<file path="config.mk">
export PLATFORM = sky130hd
export DESIGN_NAME = instr_encoder
export DESIGN_NICKNAME = d
export VERILOG_FILES = /design/src/rtl/instr_encoder.sv
export SDC_FILE = /design/constraint.sdc
export NUM_CORES = 1
export LEC_CHECK = 0
export CORE_MARGIN = 8
export CORE_UTILIZATION = 35
export CTS_CLUSTER_DIAMETER = 200
export DETAILED_ROUTE_END_ITERATION = 12
export GPL_TIMING_DRIVEN = 0
export SETUP_SLACK_MARGIN = 0.1
export SYNTH_ARGS = -nofsm -noshare
export SYNTH_HDL_FRONTEND = slang
export SYNTH_SLANG_ARGS = --single-unit
</file>
<file path="constraint.sdc">
create_clock -name clk -period 6.7 [get_ports clk]
set_clock_uncertainty 0.1 [all_clocks]
set_input_delay 2.01 -clock clk [delete_from_list [all_inputs] [get_ports clk]]
set_output_delay 2.01 -clock clk [all_outputs]
set_load 0.1 [all_outputs]
</file>
<file path="src/rtl/instr_encoder.sv">
// Packs opcode, register fields and a signed immediate into an RV32I word (I/S/B/J),
// with one- or two-word LUI/ADDI expansion for load-immediate requests.
module instr_encoder #(
   parameter int unsigned Width = 32
) (
   input  logic             clk,
   input  logic             reset,
   input  logic             in_valid,
   output logic             in_ready,
   input  logic             in_li,
   input  logic [1:0]       immsrc,
   input  logic [6:0]       opcode,
   input  logic [2:0]       funct3,
   input  logic [4:0]       rd,
   input  logic [4:0]       rs1,
   input  logic [4:0]       rs2,
   input  logic [Width-1:0] imm,
   output logic             out_valid,
   input  logic             out_ready,
   output logic [Width-1:0] out_instr,
   output logic             out_err
);

   localparam logic [6:0]  OpImm = 7'b0010011;
   localparam logic [6:0]  OpLui = 7'b0110111;
   localparam logic [31:0] Nop   = 32'h0000_0013;

   typedef enum logic [0:0] {StIdle, StLiSecond} state_e;

   state_e      state_q;
   logic [31:0] pend_q;

   logic        fits12, fits13, fits21;
   logic [19:0] hi20;
   logic [31:0] enc_word, enc_second;
   logic        enc_err, enc_two;
   logic        accept, advance;

   // Sign-extension checks: upper bits all equal means the value fits the signed field.
   assign fits12 = (&imm[31:11]) | ~(|imm[31:11]);
   assign fits13 = (&imm[31:12]) | ~(|imm[31:12]);
   assign fits21 = (&imm[31:20]) | ~(|imm[31:20]);

   // Rounds hi20 up when lo12 will be sign-extended negative by ADDI.
   assign hi20 = imm[31:12] + {19'd0, imm[11]};

   always_comb begin
      enc_word   = Nop;
      enc_err    = 1'b0;
      enc_two    = 1'b0;
      enc_second = {imm[11:0], rd, 3'b000, rd, OpImm};
      if (in_li) begin
         if (fits12) begin
            enc_word = {imm[11:0], 5'd0, 3'b000, rd, OpImm};
         end else begin
            enc_word = {hi20, rd, OpLui};
            enc_two  = (imm[11:0] != 12'd0);
         end
      end else begin
         unique case (immsrc)
            2'b00: begin
               if (fits12) enc_word = {imm[11:0], rs1, funct3, rd, opcode};
               else        enc_err  = 1'b1;
            end
            2'b01: begin
               if (fits12) enc_word = {imm[11:5], rs2, rs1, funct3, imm[4:0], opcode};
               else        enc_err  = 1'b1;
            end
            2'b10: begin
               if (fits13 && !imm[0]) begin
                  enc_word = {imm[12], imm[10:5], rs2, rs1, funct3, imm[4:1], imm[11], opcode};
               end else begin
                  enc_err = 1'b1;
               end
            end
            2'b11: begin
               if (fits21 && !imm[0]) enc_word = {imm[20], imm[10:1], imm[11], imm[19:12], rd, opcode};
               else                   enc_err  = 1'b1;
            end
         endcase
      end
   end

   assign in_ready = (state_q == StIdle) && (!out_valid || out_ready);
   assign accept   = in_valid && in_ready;
   assign advance  = (state_q == StLiSecond) && out_valid && out_ready;

   always_ff @(posedge clk) begin
      if (reset) begin
         state_q   <= StIdle;
         pend_q    <= 32'd0;
         out_valid <= 1'b0;
         out_instr <= 32'd0;
         out_err   <= 1'b0;
      end else if (accept) begin
         out_valid <= 1'b1;
         out_instr <= enc_word;
         out_err   <= enc_err;
         pend_q    <= enc_second;
         if (enc_two) state_q <= StLiSecond;
      end else if (advance) begin
         // LUI leaves and ADDI takes its place in the same cycle.
         out_instr <= pend_q;
         out_err   <= 1'b0;
         state_q   <= StIdle;
      end else if (out_valid && out_ready) begin
         out_valid <= 1'b0;
      end
   end

endmodule

</file>
==> results by group <==
CTS
  • Worst-Skew Late Latency: 0.31 ns
  • Total CTS buffers: 5
  • PostCTS Resize Cnt: 0
  • CTS Sinks: 53
  • CTS HTree Levels: 2
  • CTS Root Cell: clkbuf_8
  • Clock transition at path regs: 0.10 ns
  • Post-CTS Hold Buffers: 0
  • CTS tree: built
  • Clock tree buffer depth: 2
  • Number of setup buffers added after CTS: 0

Synthesis
  • Post-synth EDFFs: 0
  • Main combinational cell family by area after synthesis: simple AND/OR/NAND/NOR gates
  • Post-synthesis cell count: 437
  • Synth top cells by count: 82 x nand2_1, 53 x dfxtp_1, 52 x a21oi_1
  • Post-synth top area cell: dfxtp_1
  • Post-Synth XOR/XNOR Area: 4.64%
  • Largest cells by area after synthesis: dfxtp_1 33%, nand2_1 9.6%, a21oi_1 8.1%, nor2_1 4.3%, xnor2_1 3.8%
  • Main synth FF type: dfxtp_1
  • FFs w/ async S/R, synth: 0%
  • Synth top area share: 33.1%
  • Adder and majority gate portion of the synthesized area: 1.17%
  • Most frequent cell after synthesis: nand2_1
  • Synthesis Warnings: 0
  • Synth Area in Simple Gates: 27.6%
  • Post-synthesis register bit count: 53
  • Cell Area, Synth: 3210 um^2
  • Avg Synthesized Cell Area: 7.34 um^2
  • Complex-gate fraction of the synthesized area: 26.8%
  • Number of library cell types mapped by synthesis: 52
  • Multiplexer share of the synthesized area: 1.60%
  • Sequential fraction of the synthesis area: 33.1%
  • Synth Net Count: 504

STA
  • Worst Max-Slew Pin Slew: 1.00 ns
  • Max_slew headroom: 33.2%
  • Unrepaired setup endpoints after global routing: no
  • Period utilization: 89.9%
  • Fin. Hold Viols: 0
  • Setup Total Neg Slack: 0 ns
  • Tmin final: 6.02 ns
  • Peak Freq: 166 MHz
  • Max-slew violation count: 0
  • Final setup vio count: 0
  • Final hold slack: 0.361 ns

Die
  • DIE WIDTH: 112 um
  • Full die area: 12500 um^2
  • Die H: 112 um
  • Row count: 35
  • Starting Density: 35.4%
  • I/O pin cnt: 99
  • Core area: 9060 um^2

Job
  • Max-Cap Viols: 0

Hold path
  • Hold wc startpoint: pend_q[31]$_SDFFE_PP0P_
  • HP Class: reg -> reg
  • Worst Hold Path Cells: 2
  • Worst Hold Path EP: pend_q[31]$_SDFFE_PP0P_

Critical path
  • Max incr delay on CP: 1.16 ns
  • Cells along the critical path: clkdlybuf4s50_1 -> nor2b_1 -> nor2_1 -> clkdlybuf4s50_1
  • Reg-to-reg slack, setup: 4.25 ns
  • Most frequent CP cell: clkdlybuf4s50_1
  • Worst endpoint data arrival time: 3.91 ns
  • Slowest-stage cell, CP: clkdlybuf4s50_1
  • Worst R2R Path Depth: 7
  • Critical Path Source Type: primary input
  • CP Capture Type: output pin
  • FF-to-FF End: out_instr[7]$_SDFFE_PP0P_
  • Reg-to-Reg Start: state_q$_SDFFE_PP0P_
  • Max FO, Critical Path: 4
  • Critical Path RT: 4.59 ns
  • Critical path class: in -> out

Detailed routing
  • Top sig layer: met4
  • WL met1: 5780 um
  • Vias: 3679
  • Met2 wire length: 6090 um
  • DR vias/cell: 5.65
  • DRC: 0
  • 1st-iter DRT viols: 273
  • Initial DRT Pass Iterations: 5
  • Met3 wire len: 951 um
  • WL final: 13000 um
  • Routed Antenna Nets: 0
  • WL/cell: 20.0 um

GRT
  • Largest net degree at the start of global routing: 18
  • Initial antenna violation count: 0
  • Vias in the first global route: 3713
  • First-pass GRT wire length: 20700 um
  • Grt ovf: 0
  • Gr usage total: 20.8%

Pwr
  • Leakage power: 1.56 nW
  • Power per cell area: 212 nW/um^2
  • Post-layout total power: 0.000934 W
  • VDD IR max: 0.0946 mV

Final layout
  • Nets@finish: 606
  • Final core occ: 48.6%
  • Ant diodes: 0
  • Area growth, synth to finish: 37.5%
  • Finished Layout Cells: 651
  • Layout cell share with drive strength beyond 1: 3.89%

Placement
  • PortBufs: 95
  • Placed cell count: 643
  • RePlAce Congestion: 0.930
  • Dpl hpwl: 10300 um

Outcome
  • Status: finished clean
==> report_power, final <==
part | switching (W) | internal [W]
registers | 0.0000128 | 0.000340
logic | 0.000247 | 0.000106
clock network | 0.000116 | 0.000112
total | 0.000376 | 0.000558
==> per-stage QoR <==
stage	instance area [um^2]	setup slack (ns)
4_1_cts	4410	0.688
3_5_place_dp	4300	0.697
5_1_grt	4410	0.582
2_1_floorplan	3210	1.26
3_3_place_gp	4300	0.700
6_report	4410	0.678
==> critical path, delay by kind of cell <==
kind / cells / cell delay (ns)
buffers and inverters: 2 / 1.69
AND/OR/NAND/NOR: 2 / 0.21
==> cells by family (layout without fill, tap and decap cells) <==
logic type | after synthesis | after routing
simple gates | 191 | 191
compound gates | 130 | 130
flops | 53 | 53
buf+inv | 38 | 141
xor+xnor | 17 | 17
mux | 5 | 5
fa+ha+maj | 3 | 3
==> placed cells by master (no fill, tap or decap), drive strengths merged, types with 5 or more instances in the layout <==
| cell | synthesis | final |
|---|---|---|
| nand2b | 6 | 6 |
| a311oi | 5 | 5 |
| o311ai | 5 | 5 |
| dfxtp | 53 | 53 |
| and3 | 6 | 6 |
| buf | 10 | 10 |
| a21oi | 52 | 52 |
| a31oi | 7 | 7 |
| xnor2 | 14 | 14 |
| nor2 | 37 | 37 |
| nand3 | 20 | 20 |
| nand2 | 82 | 82 |
| inv | 9 | 10 |
| o21ai | 15 | 15 |
| nor3 | 12 | 12 |
| a221oi | 6 | 6 |
| a211oi | 8 | 8 |
| a21o | 6 | 6 |
| clkbuf | 19 | 24 |
| clkdlybuf4s50 | 0 | 95 |
| nor4 | 9 | 9 |
==> metal layers <==
layer,vias to the layer above,GRT usage (%)
met5,-,0
met4,0,5.38
met3,16,4.44
met2,159,33.8
met1,1718,27.1
li1,1786,-
==> cell type report <==
type / count / area [um^2]
Fill cell: 934 / 4660
Multi-Input combinational cell: 346 / 1980
Clock buffer: 5 / 68.8
Buffer: 29 / 130
Tap cell: 111 / 139
Inverter: 9 / 33.8
Sequential cell: 53 / 1060
Timing Repair Buffer: 95 / 951
Clock inverter: 3 / 43.8
==> flip-flops by register name, indices dropped and copies added, names as in the netlist <==
register,cells
pend_q,18
out_valid,1
out_instr,32
out_err,1
state_q,1
==> worst max path at each step <==
stage               slack (ns)       from  cells past startpoint        to
floorplan                 1.26  out_ready                      2  in_ready
global placement          0.70  out_ready                      4  in_ready
detailed placement        0.70  out_ready                      4  in_ready
CTS                       0.69  out_ready                      4  in_ready
global route              0.58  out_ready                      4  in_ready
finish                    0.68  out_ready                      4  in_ready
Note: power is estimated with default switching activity, not from simulation.
